[config.mk]
export PLATFORM = sky130hd
export DESIGN_NAME = sdp_x_x_alu_core_cfg_alu_src_triosy_host
export DESIGN_NICKNAME = d
export VERILOG_FILES = /design/src/rtl/sdp_x_x_alu_core_cfg_alu_src_triosy_host.sv
export SDC_FILE = /design/constraint.sdc
export NUM_CORES = 1
export LEC_CHECK = 0
export ABC_AREA = 1
export CAP_MARGIN = 20
export CORE_MARGIN = 2
export CORE_UTILIZATION = 50
export CTS_CLUSTER_SIZE = 14
export DETAILED_ROUTE_END_ITERATION = 12
export GPL_TIMING_DRIVEN = 1
export PLACE_DENSITY = 0.79
export SLEW_MARGIN = 20
export SYNTH_ARGS = -nofsm -noshare
export SYNTH_HDL_FRONTEND = slang
export SYNTH_SLANG_ARGS = --single-unit
export TNS_END_PERCENT = 20
[constraint.sdc]
create_clock -name clk -period 4.4 [get_ports clk]
set_input_delay 0.66 -clock clk [delete_from_list [all_inputs] [get_ports clk]]
set_output_delay 0.66 -clock clk [all_outputs]
set_load 0.02 [all_outputs]
[src/rtl/sdp_x_x_alu_core_cfg_alu_src_triosy_host.sv]
// Configuration-source end of the cfg_alu_src triosy handshake into the
// SDP X alu core. Software writes a staging copy of alu_src; a layer start
// (op_en) copies it into the active register that drives rsc_z for the
// whole layer, and the core's triosy_lz pulses are counted until the
// per-layer target is reached, the watchdog expires, or reset intervenes.
//
// Handshake: the value on cfg_alu_src_rsc_z is always valid while busy and
// never changes while busy; the core signals consumption by holding
// cfg_alu_src_rsc_triosy_lz high for one cycle per consumed value. There is
// no back-pressure toward the core: every lz cycle in ACTIVE counts, and lz
// outside ACTIVE is flagged as spurious rather than counted.
module sdp_x_x_alu_core_cfg_alu_src_triosy_host #(
  parameter int CFG_W   = 1,
  parameter int CNT_W   = 16,
  parameter int TMO_W   = 12,
  parameter int TIMEOUT = 4095
) (
  input  logic             clk,
  input  logic             rst,
  input  logic             reg_wr_en,
  input  logic [CFG_W-1:0] reg_wr_data,
  input  logic             op_en,
  input  logic [CNT_W-1:0] cfg_ack_num,
  input  logic             err_clr,
  output logic [CFG_W-1:0] cfg_alu_src_rsc_z,
  input  logic             cfg_alu_src_rsc_triosy_lz,
  output logic             busy,
  output logic             layer_done,
  output logic [CNT_W-1:0] ack_cnt,
  output logic             err_timeout,
  output logic             err_spurious,
  output logic             err_op_drop
);

  typedef enum logic [1:0] {
    S_IDLE   = 2'd0,
    S_ACTIVE = 2'd1,
    S_DONE   = 2'd2
  } state_t;

  // Last watchdog value before expiry; TIMEOUT counts ACTIVE cycles with no lz.
  localparam logic [TMO_W-1:0] WD_LAST = TMO_W'(TIMEOUT - 1);
  localparam logic [CNT_W-1:0] CNT_MAX = {CNT_W{1'b1}};
  localparam logic [CNT_W-1:0] CNT_ONE = CNT_W'(1);
  localparam logic [TMO_W-1:0] WD_ONE  = TMO_W'(1);

  state_t           state;
  logic [CFG_W-1:0] staging;
  logic [CNT_W-1:0] target;
  logic [TMO_W-1:0] watchdog;

  logic lz;
  logic last_ack;
  logic wd_expire;
  logic spurious_evt;
  logic op_drop_evt;

  assign lz = cfg_alu_src_rsc_triosy_lz;

  // The current lz completes the layer (ack_cnt still holds the pre-lz count).
  assign last_ack     = (ack_cnt == (target - CNT_ONE));
  // lz takes priority: an acknowledge in the expiry cycle rescues the layer.
  assign wd_expire    = (state == S_ACTIVE) && !lz && (watchdog == WD_LAST);
  assign spurious_evt = lz && (state != S_ACTIVE);
  assign op_drop_evt  = op_en && (state != S_IDLE);

  // Staging copy is writable at any time; it only reaches rsc_z at a layer start.
  always_ff @(posedge clk or posedge rst) begin
    if (rst) begin
      staging <= '0;
    end else if (reg_wr_en) begin
      staging <= reg_wr_data;
    end
  end

  // Layer FSM with registered busy/layer_done, active value, count and watchdog.
  always_ff @(posedge clk or posedge rst) begin
    if (rst) begin
      state             <= S_IDLE;
      busy              <= 1'b0;
      layer_done        <= 1'b0;
      cfg_alu_src_rsc_z <= '0;
      ack_cnt           <= '0;
      target            <= '0;
      watchdog          <= '0;
    end else begin
      layer_done <= 1'b0;
      case (state)
        S_IDLE: begin
          if (op_en) begin
            // A write in the start cycle bypasses staging into the new layer.
            cfg_alu_src_rsc_z <= reg_wr_en ? reg_wr_data : staging;
            target            <= cfg_ack_num;
            ack_cnt           <= '0;
            watchdog          <= '0;
            busy              <= 1'b1;
            if (cfg_ack_num != '0) begin
              state <= S_ACTIVE;
            end else begin
              // Nothing to consume: report completion straight away.
              state      <= S_DONE;
              layer_done <= 1'b1;
            end
          end
        end

        S_ACTIVE: begin
          if (lz) begin
            if (ack_cnt != CNT_MAX) begin
              ack_cnt <= ack_cnt + CNT_ONE;
            end
            watchdog <= '0;
            if (last_ack) begin
              state      <= S_DONE;
              layer_done <= 1'b1;
            end
          end else if (watchdog == WD_LAST) begin
            // Abandon the layer silently; ack_cnt keeps the partial count.
            state <= S_IDLE;
            busy  <= 1'b0;
          end else begin
            watchdog <= watchdog + WD_ONE;
          end
        end

        S_DONE: begin
          state <= S_IDLE;
          busy  <= 1'b0;
        end

        default: begin
          state <= S_IDLE;
          busy  <= 1'b0;
        end
      endcase
    end
  end

  // Sticky error flags; a new event in the err_clr cycle keeps the flag set.
  always_ff @(posedge clk or posedge rst) begin
    if (rst) begin
      err_timeout  <= 1'b0;
      err_spurious <= 1'b0;
      err_op_drop  <= 1'b0;
    end else begin
      err_timeout  <= wd_expire    || (err_timeout  && !err_clr);
      err_spurious <= spurious_evt || (err_spurious && !err_clr);
      err_op_drop  <= op_drop_evt  || (err_op_drop  && !err_clr);
    end
  end

endmodule

==> results of run 1 <==
## power by group through the flow
stage | Sequential, mW | Clock, mW | Combinational, mW
after floorplan | 0.745 | 0 | 0.609
after CTS | 0.730 | 0.329 | 0.863
after global routing | 0.750 | 0.348 | 0.983
after detailed placement | 0.738 | 0 | 0.860
after global placement | 0.735 | 0 | 0.836
final | 0.732 | 0.321 | 0.861
## stage by stage
| stage | hold WS (ns) | instances | power [mW] | cell area, um2 | setup WS [ns] |
|---|---|---|---|---|---|
| final | 0.508 | 567 | 1.91 | 3950 | 1.95 |
| after global routing | 0.525 | 567 | 2.08 | 3950 | 1.79 |
| after floorplan | 0.461 | 442 | 1.35 | 3310 | 2.45 |
| after global placement | 0.483 | 560 | 1.57 | 3840 | 1.73 |
| after CTS | 0.509 | 567 | 1.92 | 3950 | 1.96 |
| after detailed placement | 0.492 | 560 | 1.60 | 3840 | 1.65 |
## worst min path at each step
stage / endpoint / slack, ns / depth (start not counted)
6_report: watchdog[6]$_DFFE_PP0P_ / 0.51 / 1
5_1_grt: cfg_alu_src_rsc_z$_DFFE_PP0P_ / 0.53 / 2
4_1_cts: watchdog[6]$_DFFE_PP0P_ / 0.51 / 1
3_5_place_dp: staging$_DFF_PP0_ / 0.49 / 1
3_3_place_gp: cfg_alu_src_rsc_z$_DFFE_PP0P_ / 0.48 / 2
2_1_floorplan: watchdog[6]$_DFFE_PP0P_ / 0.46 / 1
## registers in the layout, summed over array words and instances, names as in the netlist, 2 cells and up
signal,count
ack_cnt,16
state,2
target,16
watchdog,12
## cell families (layout without fill, tap and decap cells)
| group | Yosys count | count (layout) | synth area share (%) |
|---|---|---|---|
| and+or+nand+nor | 249 | 249 | 36.3 |
| DFF | 53 | 53 | 40.0 |
| buffers and inverters | 65 | 113 | 7.82 |
| muxes | 1 | 1 | 0.340 |
| AOI/OAI and AO/OA | 53 | 53 | 9.45 |
| adders and majority gates | 4 | 4 | 1.51 |
| xor gates and xnor gates | 17 | 17 | 4.50 |
## layout by cell type, fill, tap and decap left out, types with 3 or more instances in the layout
cell type        count
a21oi_1             10
o22ai_1              4
xor2_1              15
nand3_1             24
nand4_1              3
o21ai_0             22
clkdlybuf4s50_1     44
dfrtp_1             53
a21oi_2              3
o21ai_1              6
clkbuf_8             5
nor2_1              47
nand2_1            127
nor2_4               5
nor4_1               7
ha_1                 4
nand2_2              3
inv_1               52
inv_2                5
nor3_1              10
nand2_4              3
nor2_2               7
## synthesized netlist by cell type, drive strengths merged
cell	n	area [um2]
a211oi	1	7.51
a21oi	13	76.3
a221oi	1	15.0
and2	1	6.26
buf	3	13.8
clkbuf	2	7.51
dfrtp	53	1330
ha	4	50.1
inv	60	238
mux2	1	11.3
nand2	135	569
nand3	28	175
nand3b	2	15.0
nand4	3	18.8
nor2	59	277
nor3	12	82.6
nor3b	1	7.51
nor4	7	43.8
o211ai	1	7.51
o21a	1	7.51
o21ai	30	158
o22ai	4	25.0
o31ai	1	7.51
o41ai	1	8.76
or2	1	8.76
xnor2	2	17.5
xor2	15	131
## cell type report
type	count	share of cell area, %
repair buffers	46	11.5
clock buffers	5	1.74
flip-flops and latches	53	33.6
inverters	60	6.02
well taps	77	2.44
multi-input cells	324	43.8
clock inverters	2	0.888
## metal layers
layer / wire length (um) / part of all wire, %
met3: 375 / 5.0
met5: 0 / 0
met1: 3310 / 44
met2: 3690 / 49
met4: 157 / 2.1
==> impl_metrics.toml, run 1 <==
[outcome]
outcome = "finished, final reports clean"

[die]
dieArea_mm2 = 0.00729
fp.dieH_um = 85.4
dieWidth_um = 85.4
ios = 45
core_area_mm2 = 0.00639
initial_core_util_pct = 51.9
num_rows = 29

[clocking]
ctsHoldBuffers = 0
cts_tree = "built"
cts_setup_buffers = 0
clock_latency_ns = 0.31
cts_root_buf = "clkbuf_8"
cts_buffers = 5
path_clk_slew_ns = 0.10
htree_num_levels = 2
cts.sinks = 53
cts_buffer_depth = 2
cts-resized-gates = 0

[sta]
fmax_ghz = 0.408
period_minus_slack_ns = 2.45
tns_ns = 0
slew_viol_final = 0
setup_viol = 0
fin_skew_ns = 0.0121
finalHoldViolCount = 0
tightest_slew_ns = 0.667
fin_crit_sh_pct = 55.7
slew_headroom_pct = 55.5
rsz0062_at_grt = "false"

[setup_path]
end_kind = "register"
setup.worst_path.start_class = "input pin"
r2r_cells = 11
endpoint = "ack_cnt[7]$_DFFE_PP0P_"
critPathMaxStageDelay_ns = 0.48
reg2reg_slack_ns = 2.17
crit_top_cell = "nand2_8"
r2r-start = "target[0]$_DFFE_PP0P_"
worstPathArrival_ns = 2.69
crit_family = "buffers and inverters"
cp_max_fo = 32
path_buf_inv = 5
startpoint = "op_en"
path_cells = "clkdlybuf4s50_1, inv_1, nor2_4, buf_4, inv_2, nand2_8, nand2_8, inv_8, nand2_4, nor3_4, o21ai_2, a21oi_1"
critical_path_depth = 12
worst_r2r_endpoint = "state[0]$_DFFE_PP0P_"
cpMaxStageDelayCell = "clkdlybuf4s50_1"
critPathRequiredTime_ns = 4.64
setup.worst_path.class = "in2reg"

[yosys]
netlist_area_mm2 = 0.00331
synth-warning-count = 0
seq_area_frac_synth_pct = 40.0
postSynthCellCount = 442
synth_seq_cells = 53
syn_nets = 469
synthDistinctLibCells = 42
syn_area_per_cell_um2 = 7.49

[global_routing]
grt_overflow = 0
antenna_found_initial = 0
grt.total_usage_pct = 21.9
grt.met1_usage_pct = 28.4
grt_use_met2_pct = 36.5
first_global_vias = 2947
grt_pass1_wl_um = 12900
use_met3_pct = 3.99
top_usage_layer = "met2"
grt_max_degree = 54

[pwr]
switching_share_pct = 43.3
pwr-share-seq_pct = 38.3
clkPwrFrac_pct = 16.8
peakVddDrop_v = 0.000247
p_int_mw = 1.09
p_per_area_mw_per_mm2 = 485
power_switching_mw = 0.829
comb_power_share_pct = 45.0
p_leak_nw = 1.80

[detailed_routing]
final_antenna_net_count = 0
drt_pass1_iterations = 4
viasPerCell = 5.31
drt_drc_violations_left = 0
wl_per_cell_um = 13.3
drt_iter0_drc = 164
routed-via-count = 3010
totalWireLength_um = 7540

[layout]
seqCellArea_mm2 = 0.00133
layout-drive-gt1-share_pct = 10.4
multi_input_area_mm2 = 0.00173
area_growth_pct = 19.2
layout.nets = 517
final_util_pct = 61.8
fillers = 580
diodes = 0

[placed_design]
placement.io_buffers = 44
routabilityCongestion = 0.872
place_hpwl_um = 5890

[hold_path]
hold_path_class = "reg2reg"
worstHoldStart = "watchdog[6]$_DFFE_PP0P_"

[flow_run]
max_cap_viol_count = 0
(Power assumes the default switching activity.)
==> run 2, diff against run 1 <==
--- a/config.mk
+++ b/config.mk
@@ -12,7 +12,7 @@
 export CTS_CLUSTER_SIZE = 14
 export DETAILED_ROUTE_END_ITERATION = 12
 export GPL_TIMING_DRIVEN = 1
-export PLACE_DENSITY = 0.79
+export PLACE_DENSITY = 0.82
 export SLEW_MARGIN = 20
 export SYNTH_ARGS = -nofsm -noshare
 export SYNTH_HDL_FRONTEND = slang
==> constraint.sdc (replaced) <==
create_clock -name clk -period 2.03 [get_ports clk]
set_input_delay 0.3045 -clock clk [delete_from_list [all_inputs] [get_ports clk]]
set_output_delay 0.3045 -clock clk [all_outputs]
set_load 0.02 [all_outputs]
==> run 2 against run 1 <==
Effect of this change: clock power rose by 130%; register-to-register slack worse by 2.0 ns; global-route usage increased by 0.90 points; combinational power rose by 130%; sequential cell count unchanged; clock-buffer cell count increased by 1; critical endpoint is now watchdog[10]$_DFFE_PP0P_; routed wire length is 3.7% higher.
==> impl_metrics.toml, run 2 (same netlist as run 1, synthesis figures left out) <==
[outcome]
outcome = "finished, final reports clean"

[die]
ios = 45
dieWidth_um = 85.4
initial_core_util_pct = 51.9
core_area_mm2 = 0.00639
num_rows = 29
fp.dieH_um = 85.4
dieArea_mm2 = 0.00729

[setup_path]
worstPathArrival_ns = 2.08
crit_family = "simple AND/OR/NAND/NOR gates"
r2r_cells = 11
cpMaxStageDelayCell = "dfrtp_2"
critPathMaxStageDelay_ns = 0.46
worst_r2r_endpoint = "watchdog[10]$_DFFE_PP0P_"
path_buf_inv = 2
path_cells = "inv_1, ha_1, nand3_1, nand3b_1, or2_4, nand2_4, inv_4, nand3_4, nor2_2, o21ai_2, a21oi_2"
critPathRequiredTime_ns = 2.23
r2r-start = "watchdog[0]$_DFFE_PP0P_"
end_kind = "register"
reg2reg_slack_ns = 0.15
setup.worst_path.start_class = "register"
setup.worst_path.class = "reg2reg"
cp_max_fo = 8

[pwr]
p_leak_nw = 1.83
p_int_mw = 2.41
pwr-share-seq_pct = 37.5
clkPwrFrac_pct = 17.0
comb_power_share_pct = 45.5
switching_share_pct = 43.6
p_per_area_mw_per_mm2 = 1060
peakVddDrop_v = 0.000649
power_switching_mw = 1.87
power_mw = 4.28

[layout]
fillers = 554
layout.nets = 523
final_area_mm2 = 0.00402
top_regs = "ack_cnt: 16 flops, target: 16 flops, watchdog: 12 flops"
layout-drive-gt1-share_pct = 12.1
layout_common_cells = "nand2_1 (127), inv_1 (52), dfrtp_1 (52)"
stdcell_count = 574
final_common_cell = "nand2_1"
final_util_pct = 63.0
area_growth_pct = 21.5
diodes = 0

[global_routing]
first_global_vias = 2984
grt_overflow = 0
antenna_found_initial = 0
grt_max_degree = 54
grt.total_usage_pct = 22.8
grt_pass1_wl_um = 13400

[sta]
fmax_ghz = 0.532
tns_ns = 0
fin_skew_ns = 0.00823
setup_viol = 0
hold_ws_ns = 0.347
setup_slack_ns = 0.149
fin_crit_sh_pct = 92.6
finalHoldViolCount = 0
slew_viol_final = 0
period_minus_slack_ns = 1.88
slew_headroom_pct = 69.5
tightest_slew_ns = 0.454
rsz0062_at_grt = "true"

[clocking]
cts_buffers = 5
cts_root_buf = "clkbuf_8"
clock_latency_ns = 0.31
cts_buffer_depth = 2
path_clk_slew_ns = 0.10
ctsHoldBuffers = 0
cts_tree = "built"
cts-resized-gates = 0
htree_num_levels = 2
cts_setup_buffers = 0
cts.sinks = 53

[detailed_routing]
drt_iter0_drc = 160
totalWireLength_um = 7820
top_layer_used = "met4"
routed-via-count = 3071
drt_pass1_iterations = 5
final_antenna_net_count = 0
wl_met1_um = 3380
wl_per_cell_um = 13.6
met3_length_um = 449
viasPerCell = 5.35
drt_drc_violations_left = 0
wl_met2_um = 3880

[flow_run]
max_cap_viol_count = 0

[placed_design]
dp.cells = 566
routabilityCongestion = 0.875
place_hpwl_um = 5970
placement.io_buffers = 44
pre_cts_ws_ns = 0.0719
place_area_mm2 = 0.00390

[hold_path]
hold_path_class = "in2async"
## run 2: cell count changes in the layout (fill, tap and decap cells not counted), sizes merged
cell and change:
buf +6, clkbuf +1
## run 2: routing by layer
metal	track usage, %	vias to the layer above
met5	0	-
met1	30.1	1439
met2	39.1	100
met3	3.70	11
li1	-	1521
met4	5.77	0
## run 2: layout make-up
cell class | instances | area, um2 | area share, %
repair buffers | 52 | 513 | 12.8
inverters | 60 | 238 | 5.91
multi-input cells | 324 | 1740 | 43.2
clock inverters | 2 | 38.8 | 0.964
clock buffers | 6 | 72.6 | 1.80
flip-flops and latches | 53 | 1330 | 33.0
well taps | 77 | 96.3 | 2.40
## run 2: power groups by stage
stage	Clock [mW]	Combinational, mW	Sequential (mW)
2_1_floorplan	0	1.32	1.61
3_3_place_gp	0	1.87	1.60
3_5_place_dp	0	1.92	1.60
4_1_cts	0.740	1.93	1.60
5_1_grt	0.782	2.20	1.65
6_report	0.726	1.95	1.61
## run 2: how the worst max path moves through the flow
stage               cells past startpoint                 startpoint  slack, ns                       end
global placement                       11  cfg_alu_src_rsc_triosy_lz       0.14    ack_cnt[6]$_DFFE_PP0P_
finish                                 11    watchdog[0]$_DFFE_PP0P_       0.15  watchdog[10]$_DFFE_PP0P_
floorplan                              12     ack_cnt[1]$_DFFE_PP0P_       0.26    ack_cnt[7]$_DFFE_PP0P_
global route                           11      target[1]$_DFFE_PP0P_      -0.01      state[0]$_DFFE_PP0P_
CTS                                    10      target[3]$_DFFE_PP0P_       0.09      state[0]$_DFFE_PP0P_
detailed placement                      9  cfg_alu_src_rsc_triosy_lz       0.07   ack_cnt[10]$_DFFE_PP0P_
## run 2: tightest hold or removal path: stages
cell	delay, ns
clkdlybuf4s50_1	0.41
inv_2	0.07
buf_12	0.27
